`src/rtl/serial_subtractor_pkg.sv`:
```
// Shared definitions for the bit-serial arithmetic blocks: FSM state encoding
// and default geometry. A future serial_adder is expected to reuse this package.
package serial_subtractor_pkg;

    localparam int DEF_WIDTH = 8;
    localparam int DEF_CNT_W = 4;

    typedef enum logic [1:0] {
        ST_IDLE = 2'd0,
        ST_RUN  = 2'd1,
        ST_DONE = 2'd2
    } state_t;

endpackage

```
`src/rtl/serial_subtractor_if.sv`:
```
// Start/done handshake plus operand and result buses for the serial subtractor.
interface serial_subtractor_if #(
    parameter int WIDTH = 8
) ();
    logic             start;
    logic [WIDTH-1:0] a;
    logic [WIDTH-1:0] b;
    logic             bin;
    logic             ready;
    logic             busy;
    logic             done;
    logic [WIDTH-1:0] diff;
    logic             bout;
    logic             ovf;

    modport master (
        output start, a, b, bin,
        input  ready, busy, done, diff, bout, ovf
    );

    modport slave (
        input  start, a, b, bin,
        output ready, busy, done, diff, bout, ovf
    );
endinterface

```
`src/rtl/serial_subtractor_full_subtractor.sv`:
```
// One-bit full subtractor: d = x - y - bin, with borrow-out.
module full_subtractor (
    input  logic x,
    input  logic y,
    input  logic bin,
    output logic d,
    output logic bout
);
    assign d    = x ^ y ^ bin;
    assign bout = (~x & y) | (~(x ^ y) & bin);
endmodule

```
`src/rtl/serial_subtractor.sv`:
```
// Bit-serial two's-complement subtractor, LSB first, one bit per clock.
// A single full-subtractor cell and a borrow flop replace a WIDTH-bit ripple chain.
// The result is published to a separate register on the last RUN edge so the
// partially filled shift register never reaches the outputs.
module serial_subtractor
    import serial_subtractor_pkg::*;
#(
    parameter int WIDTH = DEF_WIDTH,  // >= 2
    parameter int CNT_W = DEF_CNT_W   // 2**CNT_W must exceed WIDTH
) (
    input  logic               clk,
    input  logic               rst_n,
    serial_subtractor_if.slave bus
);

    state_t             state_q, state_d;
    logic [CNT_W-1:0]   count_q;
    logic [WIDTH-1:0]   a_sh, b_sh;
    logic [WIDTH-2:0]   diff_sh;
    logic               borrow_q;
    logic               a_msb_q, b_msb_q;
    logic [WIDTH-1:0]   diff_q;
    logic               bout_q, ovf_q;

    logic               ready, accept, last;
    logic               d, borrow_nxt;
    logic [WIDTH-1:0]   diff_nxt;

    full_subtractor u_fs (
        .x    (a_sh[0]),
        .y    (b_sh[0]),
        .bin  (borrow_q),
        .d    (d),
        .bout (borrow_nxt)
    );

    assign ready    = (state_q == ST_IDLE) || (state_q == ST_DONE);
    assign accept   = ready && bus.start;
    assign last     = (state_q == ST_RUN) && (count_q == CNT_W'(WIDTH - 1));
    // New bit enters at the MSB; after WIDTH bits the LSB-first stream is in place.
    assign diff_nxt = {d, diff_sh};

    // State register.
    always_ff @(posedge clk) begin
        if (!rst_n) state_q <= ST_IDLE;
        else        state_q <= state_d;
    end

    // Next-state logic: DONE lasts one cycle and may chain straight into RUN.
    always_comb begin
        state_d = state_q;
        case (state_q)
            ST_IDLE: if (bus.start) state_d = ST_RUN;
            ST_RUN:  if (last)      state_d = ST_DONE;
            ST_DONE: state_d = bus.start ? ST_RUN : ST_IDLE;
            default: state_d = ST_IDLE;
        endcase
    end

    // Operand capture, serial datapath and result publication.
    always_ff @(posedge clk) begin
        if (!rst_n) begin
            count_q  <= '0;
            a_sh     <= '0;
            b_sh     <= '0;
            diff_sh  <= '0;
            borrow_q <= 1'b0;
            a_msb_q  <= 1'b0;
            b_msb_q  <= 1'b0;
            diff_q   <= '0;
            bout_q   <= 1'b0;
            ovf_q    <= 1'b0;
        end else if (accept) begin
            a_sh     <= bus.a;
            b_sh     <= bus.b;
            borrow_q <= bus.bin;
            a_msb_q  <= bus.a[WIDTH-1];
            b_msb_q  <= bus.b[WIDTH-1];
            count_q  <= '0;
        end else if (state_q == ST_RUN) begin
            a_sh     <= {1'b0, a_sh[WIDTH-1:1]};
            b_sh     <= {1'b0, b_sh[WIDTH-1:1]};
            borrow_q <= borrow_nxt;
            diff_sh  <= diff_nxt[WIDTH-1:1];
            count_q  <= count_q + CNT_W'(1);
            if (last) begin
                diff_q <= diff_nxt;
                bout_q <= borrow_nxt;
                // d is the result sign bit on the last edge.
                ovf_q  <= (a_msb_q != b_msb_q) && (d != a_msb_q);
            end
        end
    end

    assign bus.ready = ready;
    assign bus.busy  = (state_q == ST_RUN);
    assign bus.done  = (state_q == ST_DONE);
    assign bus.diff  = diff_q;
    assign bus.bout  = bout_q;
    assign bus.ovf   = ovf_q;

endmodule
```
`src/flat_wrapper.sv`:
```
// flat-port wrapper written by rule: the top's interface ports become plain ports
module serial_subtractor_flat import serial_subtractor_pkg::*;
#(
    parameter int WIDTH = DEF_WIDTH,         
    parameter int CNT_W = DEF_CNT_W                                
)
  (clk, rst_n, bus_start, bus_a, bus_b, bus_bin, bus_ready, bus_busy, bus_done, bus_diff, bus_bout, bus_ovf);
  serial_subtractor_if #(.WIDTH(WIDTH)) bus_i ();
  input  logic clk;
  input  logic rst_n;
  input wire logic [$bits(bus_i.start)-1:0] bus_start;
  input wire logic [$bits(bus_i.a)-1:0] bus_a;
  input wire logic [$bits(bus_i.b)-1:0] bus_b;
  input wire logic [$bits(bus_i.bin)-1:0] bus_bin;
  output wire logic [$bits(bus_i.ready)-1:0] bus_ready;
  output wire logic [$bits(bus_i.busy)-1:0] bus_busy;
  output wire logic [$bits(bus_i.done)-1:0] bus_done;
  output wire logic [$bits(bus_i.diff)-1:0] bus_diff;
  output wire logic [$bits(bus_i.bout)-1:0] bus_bout;
  output wire logic [$bits(bus_i.ovf)-1:0] bus_ovf;
  assign bus_i.start = bus_start;
  assign bus_i.a = bus_a;
  assign bus_i.b = bus_b;
  assign bus_i.bin = bus_bin;
  assign bus_ready = bus_i.ready;
  assign bus_busy = bus_i.busy;
  assign bus_done = bus_i.done;
  assign bus_diff = bus_i.diff;
  assign bus_bout = bus_i.bout;
  assign bus_ovf = bus_i.ovf;
  serial_subtractor #(.WIDTH(WIDTH), .CNT_W(CNT_W)) u_core (.clk(clk), .rst_n(rst_n), .bus(bus_i));
endmodule
```
`config.mk`:
```
export PLATFORM = sky130hd
export DESIGN_NAME = serial_subtractor_flat
export DESIGN_NICKNAME = d
export VERILOG_FILES = /design/src/rtl/serial_subtractor_pkg.sv /design/src/rtl/serial_subtractor_if.sv /design/src/rtl/serial_subtractor_full_subtractor.sv /design/src/rtl/serial_subtractor.sv /design/src/flat_wrapper.sv
export SDC_FILE = /design/constraint.sdc
export NUM_CORES = 1
export LEC_CHECK = 0
export BUFFER_PORTS_ARGS = -buffer_cell sky130_fd_sc_hd__buf_2
export CAP_MARGIN = 20
export CELL_PAD_IN_SITES_DETAIL_PLACEMENT = 2
export CELL_PAD_IN_SITES_GLOBAL_PLACEMENT = 2
export CORE_MARGIN = 4
export CORE_UTILIZATION = 36
export CTS_BUF_LIST = sky130_fd_sc_hd__clkbuf_4
export DETAILED_ROUTE_END_ITERATION = 6
export PLACE_DENSITY = 0.95
export SLEW_MARGIN = 20
export SYNTH_ARGS = -nofsm -noshare
export SYNTH_HDL_FRONTEND = slang
export SYNTH_SLANG_ARGS = --single-unit
```
`constraint.sdc`:
```
create_clock -name clk -period 5.05 [get_ports clk]
set_clock_uncertainty 0.15 [all_clocks]
set_input_delay 0.2525 -clock clk [delete_from_list [all_inputs] [get_ports clk]]
set_output_delay 0.2525 -clock clk [all_outputs]
set_load 0.03 [all_outputs]
```
==> out/results.txt <==
Run status: complete, no violations
GRT Overall Usage: 16.48%
First-pass GRT wire length: 7755 um
Clock-pin slew on the worst setup and hold paths: 120 ps
DR DRC count: 0
CTS buffer count: 5
Multi-input gate area: 720.7 um^2
Max Root-Sink Buffers: 2
Ys async rst share: 0%
Max-slew violation count: 0
Worst vdd ir: 0.1465 mV
Vias in the first global route: 1605
Min-delay src: bus_a[7]
TNS Setup: 0 ps
Via Count: 1498
Largest area contributor in the netlist: dfxtp_1
Critical path launch point type: flip-flop
R2R Setup Slk: 3060 ps
Leak: 0.0007150 uW
I/O pin count: 33
Synth Cell Area: 1688 um^2
WHS Endpoint: u_core.a_sh[7]
Die H: 76.47 um
Skew-Pair Late Insertion Delay: 350 ps
PostCTS Resize Cnt: 0
Final Cell Area: 1881 um^2
Sequential share of the synthesized area: 49.81%
Synth top area cells: dfxtp_1 50%, a21oi_1 12%, nand3_1 7.7%
Hold Buf Count CTS: 0
Router iterations before antenna repair: 4
Count of final setup violators: 0
Total gr overflow: 0
Average wire per cell in the routed design: 17.07 um
Fmax: 422.3 MHz
Dpl hpwl: 3086 um
Distinct cells, synth: 27
Initial Util: 37.98%
Yosys top cell area share: 49.81%
FF-to-FF path depth: 5
Tightest Pin Transition: 769.3 ps
Diode count: 0
Final ANT Viol Nets: 0
MaxCap Viol Count: 0
Max_slew headroom: 48.71%
Worst hold stages: 3
Area of the die: 5848 um^2
R2r endpoint: u_core.bus.bout
Warnings, synthesis: 0
Reg area: 840.8 um^2
Clock root buffer: clkbuf_4
Synthesized instance count: 195
Combinational share of power: 12.0%
CP endpoint kind: output pin
Htree depth: 2
Syn Nets: 217
Final wirelength: 4642 um
WS Path Type: reg2out
Filler cells: 516
Hold Violations, Final: 0
Nets@finish: 242
RSZ-0062 raised after global routing: false
Placer Congestion: 0.6736
Num rows: 24
Dominant synthesized flop cell: dfxtp_1
Most frequent cells in the layout: 42 x dfxtp_1, 39 x a21oi_1, 32 x buf_2
Hold Crit Class: in2reg
Syn avg cell area: 8.656 um^2
PortBufs: 32
Vias/cell: 5.507
Area growth syn-to-layout: 11.42%
Core box area: 4444 um^2
Final Cycle Share: 46.90%
Die X: 76.47 um
CTS tree: built
Post-CTS setup buffers: 0
Post-layout min period: 2368 ps
Critical Path AT: 1970 ps
Net Sw Power: 156.5 uW
Int Pwr: 431.5 uW
Clock tree sinks: 42
Reg2reg start: u_core.state_q[0]
Largest net degree at the start of global routing: 40
Req. time, crit path: 4650 ps
Initial antenna violation count: 0
CP Max Fanout: 39
Initial drt markers: 96
EDFF count, synth: 0
Placement Cell Area: 1828 um^2
Clk pwr share: 28.0%
Fraction of layout cells with a size suffix above 1: 19.55%
P per Cell Area: 312.7 nW/um^2
Part of the power in registers: 60.0%
Leading cell type in the layout, fill and taps excluded: dfxtp_1
Switching share of power: 26.61%
Flops & latches, synth: 42
-- state kept, by name (all words and copies together) (netlist names) --
name,flops
u_core.diff_sh,7
u_core.a_sh,8
u_core.b_sh,8
u_core.b_msb_q,1
u_core.bus.diff,8
u_core.bus.bout,1
u_core.state_q,2
u_core.bus.ovf,1
u_core.count_q,4
u_core.borrow_q,1
u_core.a_msb_q,1
-- worst max-delay path, stage by stage (launching register included) --
cell      delay [ps]
dfxtp_1          430
nand2b_1          80
buf_4            250
inv_2            510
buf_2            320
-- final cells by class --
type / instances / area share [%]
sequential: 42 / 44.71
multi-input combinational: 131 / 38.32
timing repair buffer: 35 / 9.714
tap: 52 / 3.460
clock buffer: 7 / 2.794
inverter: 5 / 0.9980
-- routing by layer --
layer / wire length (um) / global-route usage [%]
met5: 0 / 0
met4: 39 / 5.435
met3: 122 / 4.255
met2: 2444 / 29.35
met1: 2036 / 19.10
-- synth_stat cells, types with 2 or more instances --
| master | number |
|---|---|
| dfxtp_1 | 42 |
| nand2b_1 | 2 |
| inv_1 | 4 |
| nand3_1 | 26 |
| buf_2 | 5 |
| nor2_1 | 3 |
| a21oi_1 | 39 |
| nor3_1 | 2 |
| buf_4 | 6 |
| nor2b_1 | 2 |
| buf_6 | 2 |
| nand3b_1 | 2 |
| and3b_1 | 2 |
| a22oi_1 | 14 |
| nand2_1 | 21 |
| clkbuf_1 | 4 |
| o21ai_0 | 9 |
-- through the flow --
| step | power (uW) | utilization (%) | hold WS [ps] | instances | setup slack, ps |
|---|---|---|---|---|---|
| 5_1_grt | 619.5 | 42.31 | 26.08 | 272 | 2503 |
| 2_1_floorplan | 412.4 | - | 261.1 | 195 | 3474 |
| 6_report | 588.0 | 42.31 | 20.40 | 272 | 2682 |
| 4_1_cts | 595.5 | 42.31 | 8.623 | 272 | 2649 |
| 3_3_place_gp | 427.3 | 41.13 | 298.5 | 265 | 3124 |
| 3_5_place_dp | 431.5 | 41.13 | 315.6 | 265 | 3049 |
-- logic make-up (layout without fill, tap and decap cells) --
family          after synthesis  in the layout  share of synthesized area [%]
compound gates               64             64                          21.50
simple gates                 63             63                          18.24
flops                        42             42                          49.81
buf+inv                      22             47                          7.486
fa+ha+maj                     2              2                          1.927
xor+xnor                      2              2                          1.038
-- power by group through the flow --
stage | clock network [uW] | logic [uW] | registers [uW]
2_1_floorplan | 0 | 55.2 | 357
3_3_place_gp | 0 | 68.5 | 359
3_5_place_dp | 0 | 71.2 | 360
4_1_cts | 170 | 72.2 | 353
5_1_grt | 185 | 79.9 | 355
6_report | 165 | 70.4 | 353
-- worst max-delay path by stage --
stage	from	to	slack, ps	cells past startpoint
floorplan	u_core.b_sh[0]	u_core.bus.ovf	3470	5
global placement	u_core.state_q[0]	bus_busy	3120	4
detailed placement	u_core.state_q[0]	u_core.bus.bout	3050	5
CTS	u_core.state_q[0]	bus_busy	2650	4
global route	u_core.state_q[0]	bus_busy	2500	4
finish	u_core.state_q[0]	bus_busy	2680	4
(Power assumes the default switching activity.)
